==> config.mk <==
export PLATFORM = sky130hd
export DESIGN_NAME = fwd_hazard_unit
export DESIGN_NICKNAME = d
export VERILOG_FILES = /design/src/rtl/fwd_hazard_unit.sv
export SDC_FILE = /design/constraint.sdc
export NUM_CORES = 1
export LEC_CHECK = 0
export CORE_UTILIZATION = 42
export CTS_CLUSTER_DIAMETER = 40
export DETAILED_ROUTE_END_ITERATION = 6
export PLACE_DENSITY = 0.86
export SKIP_CTS_REPAIR_TIMING = 1
export SLEW_MARGIN = 20
export SYNTH_ARGS = -nofsm -noshare
export SYNTH_HDL_FRONTEND = slang
export SYNTH_SLANG_ARGS = --single-unit
export TNS_END_PERCENT = 5
==> constraint.sdc <==
create_clock -name clk -period 6.2 [get_ports clk]
set_clock_uncertainty 0.15 [all_clocks]
set_input_delay 1.86 -clock clk [delete_from_list [all_inputs] [get_ports clk]]
set_output_delay 1.86 -clock clk [all_outputs]
set_load 0.02 [all_outputs]
==> src/rtl/fwd_hazard_unit.sv <==
// -----------------------------------------------------------------------------
// fwd_hazard_unit
//
// Operand-bypass and hazard unit for the ID->EX boundary of an in-order
// pipeline. The unit tracks the destination tags of the instructions in
// flight in a small shift register. Entry 0 is EX, entry 1 is MEM and
// entry 2 is WB for the default depth. From those tags it
//   * picks forwarded EX operands, with the youngest producer taking priority,
//   * raises the ID stall for load-use, and for the no-forwarding mode,
//   * keeps a saturating count of stalled cycles.
//
// Ports
//   clk          : clock; all state updates on the rising edge
//   rst          : synchronous, active-high reset
//   bypass_en    : 1 = forwarding on, 0 = stall until write-back
//   flush        : kills the instruction currently in ID
//   id_valid     : ID holds a real instruction
//   id_rs        : ID source indices, slot i = [i*RW +: RW]
//   id_rs_used   : per-source read enable
//   id_rd        : ID destination index
//   id_we        : ID instruction writes id_rd
//   id_load      : ID instruction is a load
//   ex_reg_data  : register-file operands latched into EX
//   stg_data     : write-back value of stage k, held in slot k-1
//   ex_opnd      : EX operands after bypass
//   fwd_hit      : operand i was forwarded
//   stall        : hold IF/ID and insert a bubble into EX
//   stall_cnt    : saturating count of stalled cycles
// -----------------------------------------------------------------------------
module fwd_hazard_unit #(
  parameter int WIDTH      = 16,
  parameter int RW         = 3,
  parameter int NSRC       = 2,
  parameter int DEPTH      = 3,
  parameter int LOAD_READY = 2,
  parameter int CNT_W      = 16
) (
  input  logic                       clk,
  input  logic                       rst,
  input  logic                       bypass_en,
  input  logic                       flush,
  input  logic                       id_valid,
  input  logic [NSRC*RW-1:0]         id_rs,
  input  logic [NSRC-1:0]            id_rs_used,
  input  logic [RW-1:0]              id_rd,
  input  logic                       id_we,
  input  logic                       id_load,
  input  logic [NSRC*WIDTH-1:0]      ex_reg_data,
  input  logic [(DEPTH-1)*WIDTH-1:0] stg_data,
  output logic [NSRC*WIDTH-1:0]      ex_opnd,
  output logic [NSRC-1:0]            fwd_hit,
  output logic                       stall,
  output logic [CNT_W-1:0]           stall_cnt
);

  // Tag entries: index 0 = EX, increasing toward write-back.
  logic [DEPTH-1:0]         r_ent_valid;
  logic [DEPTH-1:0]         r_ent_we;
  logic [DEPTH-1:0]         r_ent_load;
  logic [DEPTH-1:0][RW-1:0] r_ent_rd;

  // Source tags of the instruction currently in EX.
  logic [NSRC*RW-1:0]       r_ex_rs;
  logic [NSRC-1:0]          r_ex_used;

  logic [CNT_W-1:0]         r_stall_cnt;

  logic [DEPTH-1:0]         w_live;       // entry can produce a match
  logic [NSRC-1:0]          w_src_stall;  // per-source hazard in ID
  logic                     w_stall;
  logic                     w_issue;      // ID instruction moves into EX

  // A bubble or a non-writing instruction never matches anything.
  assign w_live = r_ent_valid & r_ent_we;

  // ---------------------------------------------------------------------------
  // Forwarding. Scanning from the oldest stage toward the youngest lets the
  // last hit win, which gives the youngest producer priority.
  // ---------------------------------------------------------------------------
  // NOTE: every output of a combinational block gets a default before any
  // conditional assignment, so no path leaves it holding state (no latch).
  always_comb begin
    ex_opnd = ex_reg_data;
    fwd_hit = '0;
    for (int i = 0; i < NSRC; i++) begin
      for (int k = DEPTH - 1; k >= 1; k--) begin
        if (bypass_en && r_ex_used[i] && w_live[k] &&
            (r_ent_rd[k] == r_ex_rs[i*RW +: RW])) begin
          ex_opnd[i*WIDTH +: WIDTH] = stg_data[(k-1)*WIDTH +: WIDTH];
          fwd_hit[i]                = 1'b1;
        end
      end
    end
  end

  // ---------------------------------------------------------------------------
  // Stall. With bypass on, only the youngest matching producer matters: it
  // stalls if its value is not yet forwardable one stage from now. With bypass
  // off, any producer short of WB stalls, since the write-through register
  // file already exposes the WB value to the ID read.
  // ---------------------------------------------------------------------------
  always_comb begin
    w_src_stall = '0;
    for (int i = 0; i < NSRC; i++) begin
      for (int j = DEPTH - 1; j >= 0; j--) begin
        if (id_rs_used[i] && w_live[j] &&
            (r_ent_rd[j] == id_rs[i*RW +: RW])) begin
          if (bypass_en)
            w_src_stall[i] = (j + 1) < (r_ent_load[j] ? LOAD_READY : 1);
          else
            w_src_stall[i] = w_src_stall[i] | (j <= DEPTH - 2);
        end
      end
    end
  end

  // An empty ID slot has nothing to protect; flush and reset always win.
  assign w_stall = id_valid & (|w_src_stall) & ~flush & ~rst;
  assign w_issue = id_valid & ~w_stall & ~flush;

  // ---------------------------------------------------------------------------
  // Control state: validity, used bits and the counter.
  // ---------------------------------------------------------------------------
  // NOTE: sequential state uses non-blocking assignments so every register
  // samples the pre-edge values, which keeps the shift register ordered.
  always_ff @(posedge clk) begin
    if (rst) begin
      r_ent_valid <= '0;
      r_ex_used   <= '0;
      r_stall_cnt <= '0;
    end else begin
      for (int k = 1; k < DEPTH; k++)
        r_ent_valid[k] <= r_ent_valid[k-1];
      r_ent_valid[0] <= w_issue;
      r_ex_used      <= w_issue ? id_rs_used : '0;
      if (w_stall && (r_stall_cnt != '1))
        r_stall_cnt <= r_stall_cnt + 1'b1;
    end
  end

  // ---------------------------------------------------------------------------
  // Tag payload. It is qualified by the valid and used bits above.
  // ---------------------------------------------------------------------------
  // NOTE: payload fields are deliberately not reset; a cleared valid/used bit
  // makes their contents irrelevant and saves reset routing.
  always_ff @(posedge clk) begin
    for (int k = 1; k < DEPTH; k++) begin
      r_ent_rd[k]   <= r_ent_rd[k-1];
      r_ent_we[k]   <= r_ent_we[k-1];
      r_ent_load[k] <= r_ent_load[k-1];
    end
    r_ent_rd[0]   <= id_rd;
    r_ent_we[0]   <= id_we;
    r_ent_load[0] <= id_load;
    r_ex_rs       <= id_rs;
  end

  assign stall     = w_stall;
  assign stall_cnt = r_stall_cnt;

endmodule

==> reports/metrics.sh <==
SYNTH_AREA_LEADERS='sky130_fd_sc_hd__dfxtp_1 33%, sky130_fd_sc_hd__mux2i_1 14%, sky130_fd_sc_hd__xor2_1 8.7%'
DP.CELLS=475
FIRST_PASS_GRT_WIRE_LENGTH_UM=11810
RSZ_0062_RAISED_AFTER_GLOBAL_ROUTING='false'
FINAL_SETUP_VIOLATING_ENDPOINTS=0
ENDPOINT_KIND='output pin'
GRT_START_MAX_NET_PINS=34
CTS.CLK_SLEW.WORST_PATHS_NS=0.07
SEQPWRFRAC_PCT=47.0
CTS.SINKS=40
HP-CLASS='flop to flop'
NUMBER_OF_BUFFERS_CREATED_BY_CTS=5
ANTENNA_FOUND_INITIAL=0
WORSTSKEWPAIRLATENCY_NS=0.30
DIE_W_UM=77.77
POSTPLACECELLAREA_SQ_MM=0.003887
POST_ROUTE_ANT_NETS=0
ANTENNA-DIODE-COUNT=0
SYNTH_TOP_FLOP_CELL='sky130_fd_sc_hd__dfxtp_1'
ROUTED_VIA_DENSITY=5.215
CORE_AREA_SQ_MM=0.005507
NFILLCELLS=412
PORTION_OF_THE_CLOCK_CYCLE_CONSUMED_BY_THE_WORST_PATH_IN_THE_FINAL_LAYOUT_PCT=97.72
DIE_HEIGHT_UM=77.77
GRT_OVERFLOW=0
TRITONCTS='yes'
CTS.HTREE.LEVELS=2
GRT_PASS1_VIAS=2485
SYNTH_NETS=359
INTPOWER_mW=0.4304
FINAL_LAYOUT_SIZE_SUFFIX_GT1_SHARE_PCT=8.759
SLEW_HEADROOM_PCT=63.84
NUMPORTBUFFERS=132
WORST_EP_REQUIRED_TIME_NS=4.19
SYNTHTOPCELLSBYCOUNT='40 x sky130_fd_sc_hd__dfxtp_1, 38 x sky130_fd_sc_hd__nand2_1, 34 x sky130_fd_sc_hd__mux2i_1, 34 x sky130_fd_sc_hd__o21ai_0, 24 x sky130_fd_sc_hd__xor2_1'
SYNTH_COMPOUND_GATE_AREA_SHARE_PCT=15.98
WIRELENGTH_UM=7455
SYNTH_SIMPLE_GATE_AREA_SHARE_PCT=21.90
NUMBER_OF_ENABLE_TYPE_REGISTER_CELLS_IN_THE_SYNTHESIZED_NETLIST=0
POWER.DENSITY_mW_PER_MM2=145.1
SWSHARE_PCT=25.47
CLOCK_TREE.BUFFER_DEPTH=2
SYNTH.FF_LATCH_COUNT=40
RUN_STATUS='finished, final reports clean'
FIN_TNS_SETUP_NS=0
POWER.IR.VDD_WORST_V=0.0001457
YS.WARNINGS.COUNT=0
ASYNC_SET_RESET_FLOP_SHARE_OUT_OF_SYNTHESIS_PCT=0
DR.PASS1.ITERS=4
AREA_GROWTH_FROM_SYNTHESIS_TO_LAYOUT_PCT=65.08
MAXSLEWVIOLCOUNT=0
FLOORPLAN.IO_PINS=133
PSW_mW=0.1471
CRITPATHMAXFANOUT=10
ROW_CNT=27
SYN_INST=276
DATA_ARRIVAL_TIME_OF_THE_CRITICAL_PATH_NS=4.05
REPORT.FINAL.HOLD_VIOL_COUNT=0
POST-SYNTH-TOP-COUNT-CELL='sky130_fd_sc_hd__dfxtp_1'
INITIAL_CORE_UTILIZATION_PCT=43.79
AVGROUTEDWIREPERCELL_UM=15.43
POST-ROUTE-DRC-COUNT=0
SYN-MEAN-INSTANCE-AREA_SQ_UM=8.736
FINAL_CELL_AREA_SQ_MM=0.003980
CRITPATHKIND='input pin to output pin'
INSTANCES_NO_FILL=483
MIN_PERIOD_NS=6.058
YOSYSSEQAREASHARE_PCT=33.21
SYNTH_TOP_FAMILY_BY_AREA='simple AND/OR/NAND/NOR gates'
HPWLAFTERDP_UM=5994
CRITICAL_PATH.STARTPOINT_TYPE='input pin'
P_CLK_SHARE_PCT=30.9
LEAST_MARGIN_PIN_SLEW_NS=0.5410
ROOT_BUFFER='sky130_fd_sc_hd__clkbuf_8'
P_LEAK_nW=1.404
SYNTH_TOP_AREA_SHARE_PCT=33.21
DRV.MAX_CAP_VIOLATION_COUNT=0
SYNTH_CELL_TYPE_COUNT=45
VIA_COUNT=2519
GRT_RESOURCE_USAGE_TOTAL_PCT=24.85
MAXCLOCKFREQUENCY_MHz=165.1
NETS=493
PLACE_CONGESTION=0.8077
DESIGN.DIE.AREA_SQ_MM=0.006047
POST_SYNTHESIS_ADDER_CELL_AREA_FRACTION_PCT=0.5189
YOSYSTOPAREACELL='sky130_fd_sc_hd__dfxtp_1'
R2R_SLACK_NS=3.75
SYNTH_XOR_XNOR_AREA_SHARE_PCT=9.081
COMB_PWR_SHARE_PCT=22.2
SYNTH.MUX.AREA_FRACTION_PCT=16.14
POST_SYNTHESIS_INSTANCE_AREA_SQ_MM=0.002411
DRTITER0DRC=62
per-layer routing:
metal  routed length, um  GRT usage, %
met5                   0             0
met4                 176         8.491
met3                 407         5.647
met2                3823         46.02
met1                3047         27.57
cell usage in the layout, fill, tap and decap left out, types with 2 or more instances in the layout:
cell | netlist | layout
sky130_fd_sc_hd__clkdlybuf4s50_1 | 0 | 132
sky130_fd_sc_hd__dfxtp_1 | 40 | 40
sky130_fd_sc_hd__nand2_1 | 38 | 38
sky130_fd_sc_hd__mux2i_1 | 34 | 34
sky130_fd_sc_hd__o21ai_0 | 34 | 34
sky130_fd_sc_hd__xor2_1 | 24 | 24
sky130_fd_sc_hd__nor2_1 | 10 | 10
sky130_fd_sc_hd__nand4_1 | 7 | 7
sky130_fd_sc_hd__inv_1 | 7 | 7
sky130_fd_sc_hd__nand3_1 | 7 | 7
sky130_fd_sc_hd__a21oi_1 | 7 | 7
sky130_fd_sc_hd__nor4_2 | 2 | 6
sky130_fd_sc_hd__nor2b_1 | 6 | 6
sky130_fd_sc_hd__clkbuf_8 | 0 | 6
sky130_fd_sc_hd__buf_4 | 0 | 4
sky130_fd_sc_hd__nand2b_1 | 3 | 3
sky130_fd_sc_hd__and4_1 | 3 | 3
sky130_fd_sc_hd__mux2_1 | 3 | 3
sky130_fd_sc_hd__buf_12 | 0 | 3
sky130_fd_sc_hd__o211ai_2 | 2 | 2
sky130_fd_sc_hd__or2_2 | 2 | 2
sky130_fd_sc_hd__and2_1 | 2 | 2
sky130_fd_sc_hd__and3_1 | 2 | 2
sky130_fd_sc_hd__a31o_2 | 2 | 2
sky130_fd_sc_hd__a311oi_1 | 2 | 2
sky130_fd_sc_hd__a41o_1 | 2 | 2
sky130_fd_sc_hd__a21o_1 | 2 | 2
sky130_fd_sc_hd__clkinv_2 | 0 | 2
final cells by class:
type	count	area [sq um]	share of cell area, %
Multi-Input combinational cell	217	1559	39.17
Clock inverter	2	10.01	0.2515
Clock buffer	6	82.58	2.075
Sequential cell	40	800.8	20.12
Timing Repair Buffer	139	1411	35.46
Inverter	7	26.28	0.6602
Tap cell	72	90.09	2.263
path summary, 6_finish.rpt:
| check | from | end | cells after the start |
|---|---|---|---|
| setup / recovery | bypass_en | ex_opnd[1] | 7 |
| hold / removal | r_ent_we[0]$_DFF_P_ | r_ent_we[1]$_DFF_P_ | 0 |
| setup reg to reg | r_ent_rd[2]$_DFF_P_ | stall_cnt[11]$_SDFFE_PP0P_ | 7 |
| hold reg to reg | r_ent_we[0]$_DFF_P_ | r_ent_we[1]$_DFF_P_ | 0 |
kinds of logic after synthesis:
family                     after synthesis
muxes                                   38
AOI/OAI and AO/OA                       58
buffers and inverters                   19
and+or+nand+nor                         95
adders and majority gates                1
DFF                                     40
xor gates and xnor gates                25
critical path, stage by stage:
cell,delay [ns]
sky130_fd_sc_hd__clkdlybuf4s50_1,0.58
sky130_fd_sc_hd__nand4_1,0.17
sky130_fd_sc_hd__nor4_2,0.22
sky130_fd_sc_hd__buf_4,0.28
sky130_fd_sc_hd__mux2i_1,0.09
sky130_fd_sc_hd__o21ai_0,0.19
sky130_fd_sc_hd__clkdlybuf4s50_1,0.64
state kept, by name (all words and copies together), names as in the netlist:
register / cells
r_ent_load: 1
r_ent_rd: 9
r_ent_valid: 3
r_ent_we: 3
r_ex_rs: 6
r_ex_used: 2
stall_cnt: 16
metrics by stage:
stage	total power [mW]	setup slack, ns	hold WS (ns)	util [%]
2_1_floorplan	0.3171	1.015	0.1806	-
3_3_place_gp	0.4015	0.2367	0.1889	70.60
3_5_place_dp	0.4052	0.1767	0.1914	70.60
4_1_cts	0.5811	0.1729	0.2057	72.28
5_1_grt	0.6011	0.005885	0.2115	72.28
6_report	0.5775	0.1415	0.2060	72.28
power by group through the flow:
stage | logic (mW) | registers [mW] | clock network, mW
6_report | 0.128 | 0.271 | 0.178
5_1_grt | 0.136 | 0.272 | 0.193
4_1_cts | 0.128 | 0.271 | 0.182
3_5_place_dp | 0.128 | 0.277 | 0
3_3_place_gp | 0.125 | 0.277 | 0
2_1_floorplan | 0.0410 | 0.276 | 0
Note: power is estimated with default switching activity, not from simulation.
